<file path="src/rtl/ecall_unit_if.sv">
// Core-facing ecall bus: register taps, writeback path and board I/O for ecall_unit.
// The master is the core/board side; the slave is the ecall unit.
interface ecall_unit_if #(
    parameter int SW_WIDTH = 16
);
    logic                ecall_valid;
    logic [31:0]         a7_data;
    logic [31:0]         a0_data;
    logic [SW_WIDTH-1:0] sw;
    logic                confirm_btn;
    logic                stall;
    logic                ecall_done;
    logic                wb_en;
    logic [4:0]          wb_addr;
    logic [31:0]         wb_data;
    logic [31:0]         disp_data;
    logic                disp_update;
    logic                halted;

    modport master (
        output ecall_valid, a7_data, a0_data, sw, confirm_btn,
        input  stall, ecall_done, wb_en, wb_addr, wb_data, disp_data, disp_update, halted
    );

    modport slave (
        input  ecall_valid, a7_data, a0_data, sw, confirm_btn,
        output stall, ecall_done, wb_en, wb_addr, wb_data, disp_data, disp_update, halted
    );
endinterface

</file>
<file path="src/rtl/ecall_unit.sv">
// ecall servicing for the single-cycle core: print/read/exit with board I/O; ECALL_SIGN_EXT_EN sign-extends read values.
// Latency: print/unknown retire 2 cycles after ecall_valid; read retires 2 cycles after the accepted confirm edge.
// Backpressure: stall freezes the core from the ecall cycle until DONE; HALT stalls until reset.
module ecall_unit #(
    parameter int SW_WIDTH  = 16,
    parameter int SVC_PRINT = 1,
    parameter int SVC_READ  = 5,
    parameter int SVC_EXIT  = 10
) (
    input logic         clk,
    input logic         rstn,
    ecall_unit_if.slave bus
);
    typedef enum logic [2:0] {IDLE, DISPATCH, WAIT_IN, WB, DONE, HALT} state_t;

    localparam logic [31:0] CODE_PRINT = 32'(SVC_PRINT);
    localparam logic [31:0] CODE_READ  = 32'(SVC_READ);
    localparam logic [31:0] CODE_EXIT  = 32'(SVC_EXIT);

    state_t      state;
    logic [31:0] a7_lat;
    logic [31:0] a0_lat;
    logic        btn_s1;
    logic        btn_s2;
    logic        btn_prev;
    logic        btn_edge;

    function automatic logic [31:0] ext_sw(input logic [SW_WIDTH-1:0] v);
`ifdef ECALL_SIGN_EXT_EN
        return 32'($signed(v));
`else
        return 32'(v);
`endif
    endfunction

    assign btn_edge  = btn_s2 & ~btn_prev;
    assign bus.stall = (state == DISPATCH) || (state == WAIT_IN) || (state == WB) ||
                       (state == HALT) || ((state == IDLE) && bus.ecall_valid);

    always_ff @(posedge clk or negedge rstn) begin
        if (!rstn) begin
            state           <= IDLE;
            a7_lat          <= '0;
            a0_lat          <= '0;
            btn_s1          <= 1'b0;
            btn_s2          <= 1'b0;
            btn_prev        <= 1'b0;
            bus.ecall_done  <= 1'b0;
            bus.wb_en       <= 1'b0;
            bus.wb_addr     <= '0;
            bus.wb_data     <= '0;
            bus.disp_data   <= '0;
            bus.disp_update <= 1'b0;
            bus.halted      <= 1'b0;
        end else begin
            btn_s1          <= bus.confirm_btn;
            btn_s2          <= btn_s1;
            btn_prev        <= btn_s2;
            bus.ecall_done  <= 1'b0;
            bus.disp_update <= 1'b0;
            bus.wb_en       <= 1'b0;
            bus.wb_addr     <= '0;
            case (state)
                IDLE: begin
                    if (bus.ecall_valid) begin
                        a7_lat <= bus.a7_data;
                        a0_lat <= bus.a0_data;
                        state  <= DISPATCH;
                        // Raise halted one cycle early so it is visible in DISPATCH already.
                        if (bus.a7_data == CODE_EXIT) bus.halted <= 1'b1;
                    end
                end
                DISPATCH: begin
                    case (a7_lat)
                        CODE_PRINT: begin
                            bus.disp_data   <= a0_lat;
                            bus.disp_update <= 1'b1;
                            bus.ecall_done  <= 1'b1;
                            state           <= DONE;
                        end
                        CODE_READ: state <= WAIT_IN;
                        CODE_EXIT: state <= HALT;
                        default: begin
                            bus.ecall_done <= 1'b1;
                            state          <= DONE;
                        end
                    endcase
                end
                WAIT_IN: begin
                    if (btn_edge) begin
                        bus.wb_data <= ext_sw(bus.sw);
                        bus.wb_en   <= 1'b1;
                        bus.wb_addr <= 5'd10;
                        state       <= WB;
                    end
                end
                WB: begin
                    bus.wb_data    <= '0;
                    bus.ecall_done <= 1'b1;
                    state          <= DONE;
                end
                // The core advances PC in DONE, so a still-high ecall_valid is stale here.
                DONE:    state <= IDLE;
                HALT:    bus.halted <= 1'b1;
                default: state <= IDLE;
            endcase
        end
    end
endmodule
</file>
<file path="src/flat_wrapper.sv">
// flat-port wrapper written by rule: the top's interface ports become plain ports
module ecall_unit_flat 
#(
    parameter int SW_WIDTH  = 16,
    parameter int SVC_PRINT = 1,
    parameter int SVC_READ  = 5,
    parameter int SVC_EXIT  = 10
)
  (clk, rstn, bus_ecall_valid, bus_a7_data, bus_a0_data, bus_sw, bus_confirm_btn, bus_stall, bus_ecall_done, bus_wb_en, bus_wb_addr, bus_wb_data, bus_disp_data, bus_disp_update, bus_halted);
  ecall_unit_if #(.SW_WIDTH(SW_WIDTH)) bus_i ();
  input logic clk;
  input logic rstn;
  input wire logic [$bits(bus_i.ecall_valid)-1:0] bus_ecall_valid;
  input wire logic [$bits(bus_i.a7_data)-1:0] bus_a7_data;
  input wire logic [$bits(bus_i.a0_data)-1:0] bus_a0_data;
  input wire logic [$bits(bus_i.sw)-1:0] bus_sw;
  input wire logic [$bits(bus_i.confirm_btn)-1:0] bus_confirm_btn;
  output wire logic [$bits(bus_i.stall)-1:0] bus_stall;
  output wire logic [$bits(bus_i.ecall_done)-1:0] bus_ecall_done;
  output wire logic [$bits(bus_i.wb_en)-1:0] bus_wb_en;
  output wire logic [$bits(bus_i.wb_addr)-1:0] bus_wb_addr;
  output wire logic [$bits(bus_i.wb_data)-1:0] bus_wb_data;
  output wire logic [$bits(bus_i.disp_data)-1:0] bus_disp_data;
  output wire logic [$bits(bus_i.disp_update)-1:0] bus_disp_update;
  output wire logic [$bits(bus_i.halted)-1:0] bus_halted;
  assign bus_i.ecall_valid = bus_ecall_valid;
  assign bus_i.a7_data = bus_a7_data;
  assign bus_i.a0_data = bus_a0_data;
  assign bus_i.sw = bus_sw;
  assign bus_i.confirm_btn = bus_confirm_btn;
  assign bus_stall = bus_i.stall;
  assign bus_ecall_done = bus_i.ecall_done;
  assign bus_wb_en = bus_i.wb_en;
  assign bus_wb_addr = bus_i.wb_addr;
  assign bus_wb_data = bus_i.wb_data;
  assign bus_disp_data = bus_i.disp_data;
  assign bus_disp_update = bus_i.disp_update;
  assign bus_halted = bus_i.halted;
  ecall_unit #(.SW_WIDTH(SW_WIDTH), .SVC_PRINT(SVC_PRINT), .SVC_READ(SVC_READ), .SVC_EXIT(SVC_EXIT)) u_core (.clk(clk), .rstn(rstn), .bus(bus_i));
endmodule
</file>
<file path="config.mk">
export PLATFORM = sky130hd
export DESIGN_NAME = ecall_unit_flat
export DESIGN_NICKNAME = d
export VERILOG_FILES = /design/src/rtl/ecall_unit_if.sv /design/src/rtl/ecall_unit.sv /design/src/flat_wrapper.sv
export SDC_FILE = /design/constraint.sdc
export NUM_CORES = 1
export LEC_CHECK = 0
export ABC_CLOCK_PERIOD_IN_PS = 2200
export CORE_UTILIZATION = 38
export DETAILED_ROUTE_END_ITERATION = 10
export HOLD_SLACK_MARGIN = 0.12
export PLACE_DENSITY = 0.79
export SKIP_LAST_GASP = 1
export SLEW_MARGIN = 40
export SYNTH_ARGS = -nofsm -noshare
export SYNTH_HDL_FRONTEND = slang
export SYNTH_SLANG_ARGS = --single-unit
</file>
<file path="constraint.sdc">
create_clock -name clk -period 2.2 [get_ports clk]
set_clock_uncertainty 0.05 [all_clocks]
set_input_delay 0.22 -clock clk [delete_from_list [all_inputs] [get_ports clk]]
set_output_delay 0.22 -clock clk [all_outputs]
set_load 0.01 [all_outputs]
</file>
==> results.yml <==
run_status:
  status: "finished, final reports clean"
cells_and_area:
  drive_above_1_share_pct: 29.1
  multi_input_area_um2: 1850
  diodes: 0
  area_growth_pct: 40.9
  ff_latch_area_um2: 3050
  layout.nets: 556
  nFillCells: 1078
cts:
  cts_setup_buffers: 0
  cts_sinks: 122
  root_buffer: "clkbuf_16"
  clock_latency_ns: 0.41
  clk_pin_slew_ns: 0.06
  cts_buffer_depth: 2
  ctsHoldBuffers: 1
  cts_tree: "done"
  cts_buffers: 17
  htreeDepth: 4
  cts_resized: 0
yosys:
  synth_edf_count: 0
  yosysMostFrequentCell: "dfrtp_1"
  ys.warnings.count: 0
  ys_ff_latch: 122
  synth_top_area_share_pct: 59.6
  synth_area_leaders: "dfrtp_1 60%, mux2_2 13%, mux2_4 8.8%"
  seq_area_frac_synth_pct: 59.6
  async_flop_share_pct: 100
  avgSynthCellArea_um2: 15.8
  syn-instance-count: 325
  synth.distinct_cells: 35
  syn-cell-area_um2: 5130
  synth_flop_cell: "dfrtp_1"
  yosysTopAreaCell: "dfrtp_1"
  ys_top_cells_by_count: "122 x dfrtp_1, 59 x mux2_2, 30 x mux2_4, 26 x buf_4, 16 x a22o_1"
critical_path:
  crit_slowest_cell: "clkdlybuf4s50_1"
  crit_path_end_kind: "output port"
  worstPathRequired_ns: 1.93
  reg2reg_depth: 5
  path_max_fanout: 9
  path_delay_family: "buffers and inverters"
  r2r_slack_ns: 0.23
  r2r_end: "u_core.bus.disp_data[0]$_DFFE_PN0P_"
  crit_type: "flip-flop to output port"
  crit_chain: "nand2b_1 > o21ai_0 > clkdlybuf4s50_1"
  cp.arrival_ns: 1.82
  startpoint_type: "flip-flop"
  path_buf_inv: 1
  reg2reg_from: "u_core.a7_lat[18]$_DFFE_PN0P_"
  max_stage_delay_ns: 0.59
worst_hold_path:
  min-delay-start: "bus_confirm_btn"
  min_delay_path_depth: 1
  hold_class: "input port to flip-flop"
  holdPathEnd: "u_core.btn_s1$_DFF_PN0_"
global_routing:
  grt-busiest-layer: "met2"
  use_met1_pct: 20.3
  antenna_found_initial: 0
  grt_util_met2_pct: 26.4
  grt_start_max_net_pins: 52
  grt_pass1_vias: 3407
  grt_util_met3_pct: 5.65
  grt_use_total_pct: 16.4
  overflow: 0
  grt_pass1_wl_mm: 17.6
floorplan:
  die_w_um: 118
  die_y_um: 118
  die_area_um2: 14000
  core_um2: 13200
  pin_count: 158
  num_rows: 42
  initial_utilization_pct: 38.9
timing:
  fin_setup_tns_ns: 0
  fin_crit_ns: 2.09
  rsz0062_at_grt: "false"
  worst_slew_pin_slew_ns: 0.704
  hold_viol: 0
  timing.final.crit_share_pct: 95.1
  finalSetupViolCount: 0
  fmax_ghz: 0.478
  relSlewSlack_pct: 53.1
  maxSlewViolCount: 0
power:
  p_comb_share_pct: 18.8
  powerDensity_nw_per_um2: 1040
  internal_power_uw: 5540
  clkPwrFrac_pct: 36.3
  peakVddDrop_mv: 0.652
  p_sw_uw: 1960
  leakage_uw: 0.00305
  seq_power_share_pct: 45.0
  finalPower_uw: 7490
  p_sw_share_pct: 26.1
route:
  vias: 3156
  dr.pass1.iters: 6
  drt_iter0_markers: 141
  wl_per_cell_um: 16.0
  wl_mm: 10.6
  drcViolationCount: 0
  drtAntennaViolNets: 0
  vias_per_cell: 4.77
placed_design:
  numPortBuffers: 138
  hpwlAfterDp_mm: 7.42
  routabilityCongestion: 0.807
flow_run:
  maxCapViolations: 0
logic make-up (layout without fill, tap and decap cells):
group                  Yosys count  in the layout  synth area share (%)
AOI/OAI and AO/OA               25             25                  3.76
buffers and inverters           37            179                  6.00
DFF                            122            122                  59.6
muxes                           97             97                  23.5
other                            1             19                0.0732
and+or+nand+nor                 43             43                  7.13
stage by stage:
| stage | util [%] | hold slack [ns] | setup slack (ns) | cells | instance area [um^2] |
|---|---|---|---|---|---|
| after floorplan | - | -0.126 | 0.363 | 343 | 5190 |
| after global placement | 50.2 | 0.143 | 0.249 | 628 | 6620 |
| after detailed placement | 50.2 | 0.148 | 0.221 | 628 | 6620 |
| after CTS | 54.7 | 0.191 | 0.0847 | 661 | 7220 |
| after global routing | 54.7 | 0.190 | 0.0258 | 661 | 7220 |
| final | 54.7 | 0.208 | 0.108 | 661 | 7220 |
area by class of cell:
cell class              count  area share (%)
flip-flops and latches    122            42.3
multi-input cells         184            25.6
repair buffers            147            20.9
clock buffers              21            6.52
well taps                 176            3.05
clock inverters            11            1.66
flip-flops by register name, summed over array words and instances (netlist names), 3 cells and up:
register              flops
u_core.a0_lat            32
u_core.a7_lat            32
u_core.bus.disp_data     32
u_core.bus.wb_data       16
u_core.state              3
layout by cell type, fill, tap and decap left out, types with 5 or more instances in the layout:
| cell | instances |
|---|---|
| a22o_1 | 16 |
| buf_12 | 5 |
| clkbuf_16 | 17 |
| clkdlybuf4s50_1 | 137 |
| conb_1 | 19 |
| dfrtp_1 | 122 |
| mux2_1 | 7 |
| mux2_2 | 59 |
| mux2_4 | 30 |
| nor4_1 | 7 |
worst reg2reg max path, stage by stage, from the launching register on:
cell	delay, ns
dfrtp_1	0.39
nor4_2	0.32
and4_1	0.31
and3_4	0.24
buf_12	0.19
mux2_2	0.36
routing by layer:
| layer | share of wire, % | wire, um | vias to the layer above |
|---|---|---|---|
| li1 | - | - | 1439 |
| met1 | 43 | 4580 | 1607 |
| met2 | 50 | 5330 | 98 |
| met3 | 4.9 | 515 | 12 |
| met4 | 1.6 | 170 | 0 |
| met5 | 0 | 0 | - |
worst max-delay path by stage:
stage | startpoint | to | slack, ns | depth (start not counted)
4_1_cts | u_core.state[0]$_DFFE_PN0P_ | bus_stall | 0.08 | 3
6_report | u_core.state[0]$_DFFE_PN0P_ | bus_stall | 0.11 | 3
5_1_grt | u_core.state[0]$_DFFE_PN0P_ | bus_stall | 0.03 | 3
2_1_floorplan | u_core.a7_lat[13]$_DFFE_PN0P_ | u_core.bus.disp_data[10]$_DFFE_PN0P_ | 0.36 | 6
3_5_place_dp | u_core.a7_lat[18]$_DFFE_PN0P_ | u_core.bus.disp_data[0]$_DFFE_PN0P_ | 0.22 | 5
3_3_place_gp | u_core.a7_lat[18]$_DFFE_PN0P_ | u_core.bus.disp_data[0]$_DFFE_PN0P_ | 0.25 | 5
power by group through the flow:
stage               Combinational (uW)  Clock, uW  Sequential (uW)
global route                      1530       2880             3460
floorplan                         1090          0             3240
global placement                  1360          0             3350
detailed placement                1420          0             3410
CTS                               1430       2790             3370
finish                            1410       2720             3370
Power figures use the tool's default switching activity.
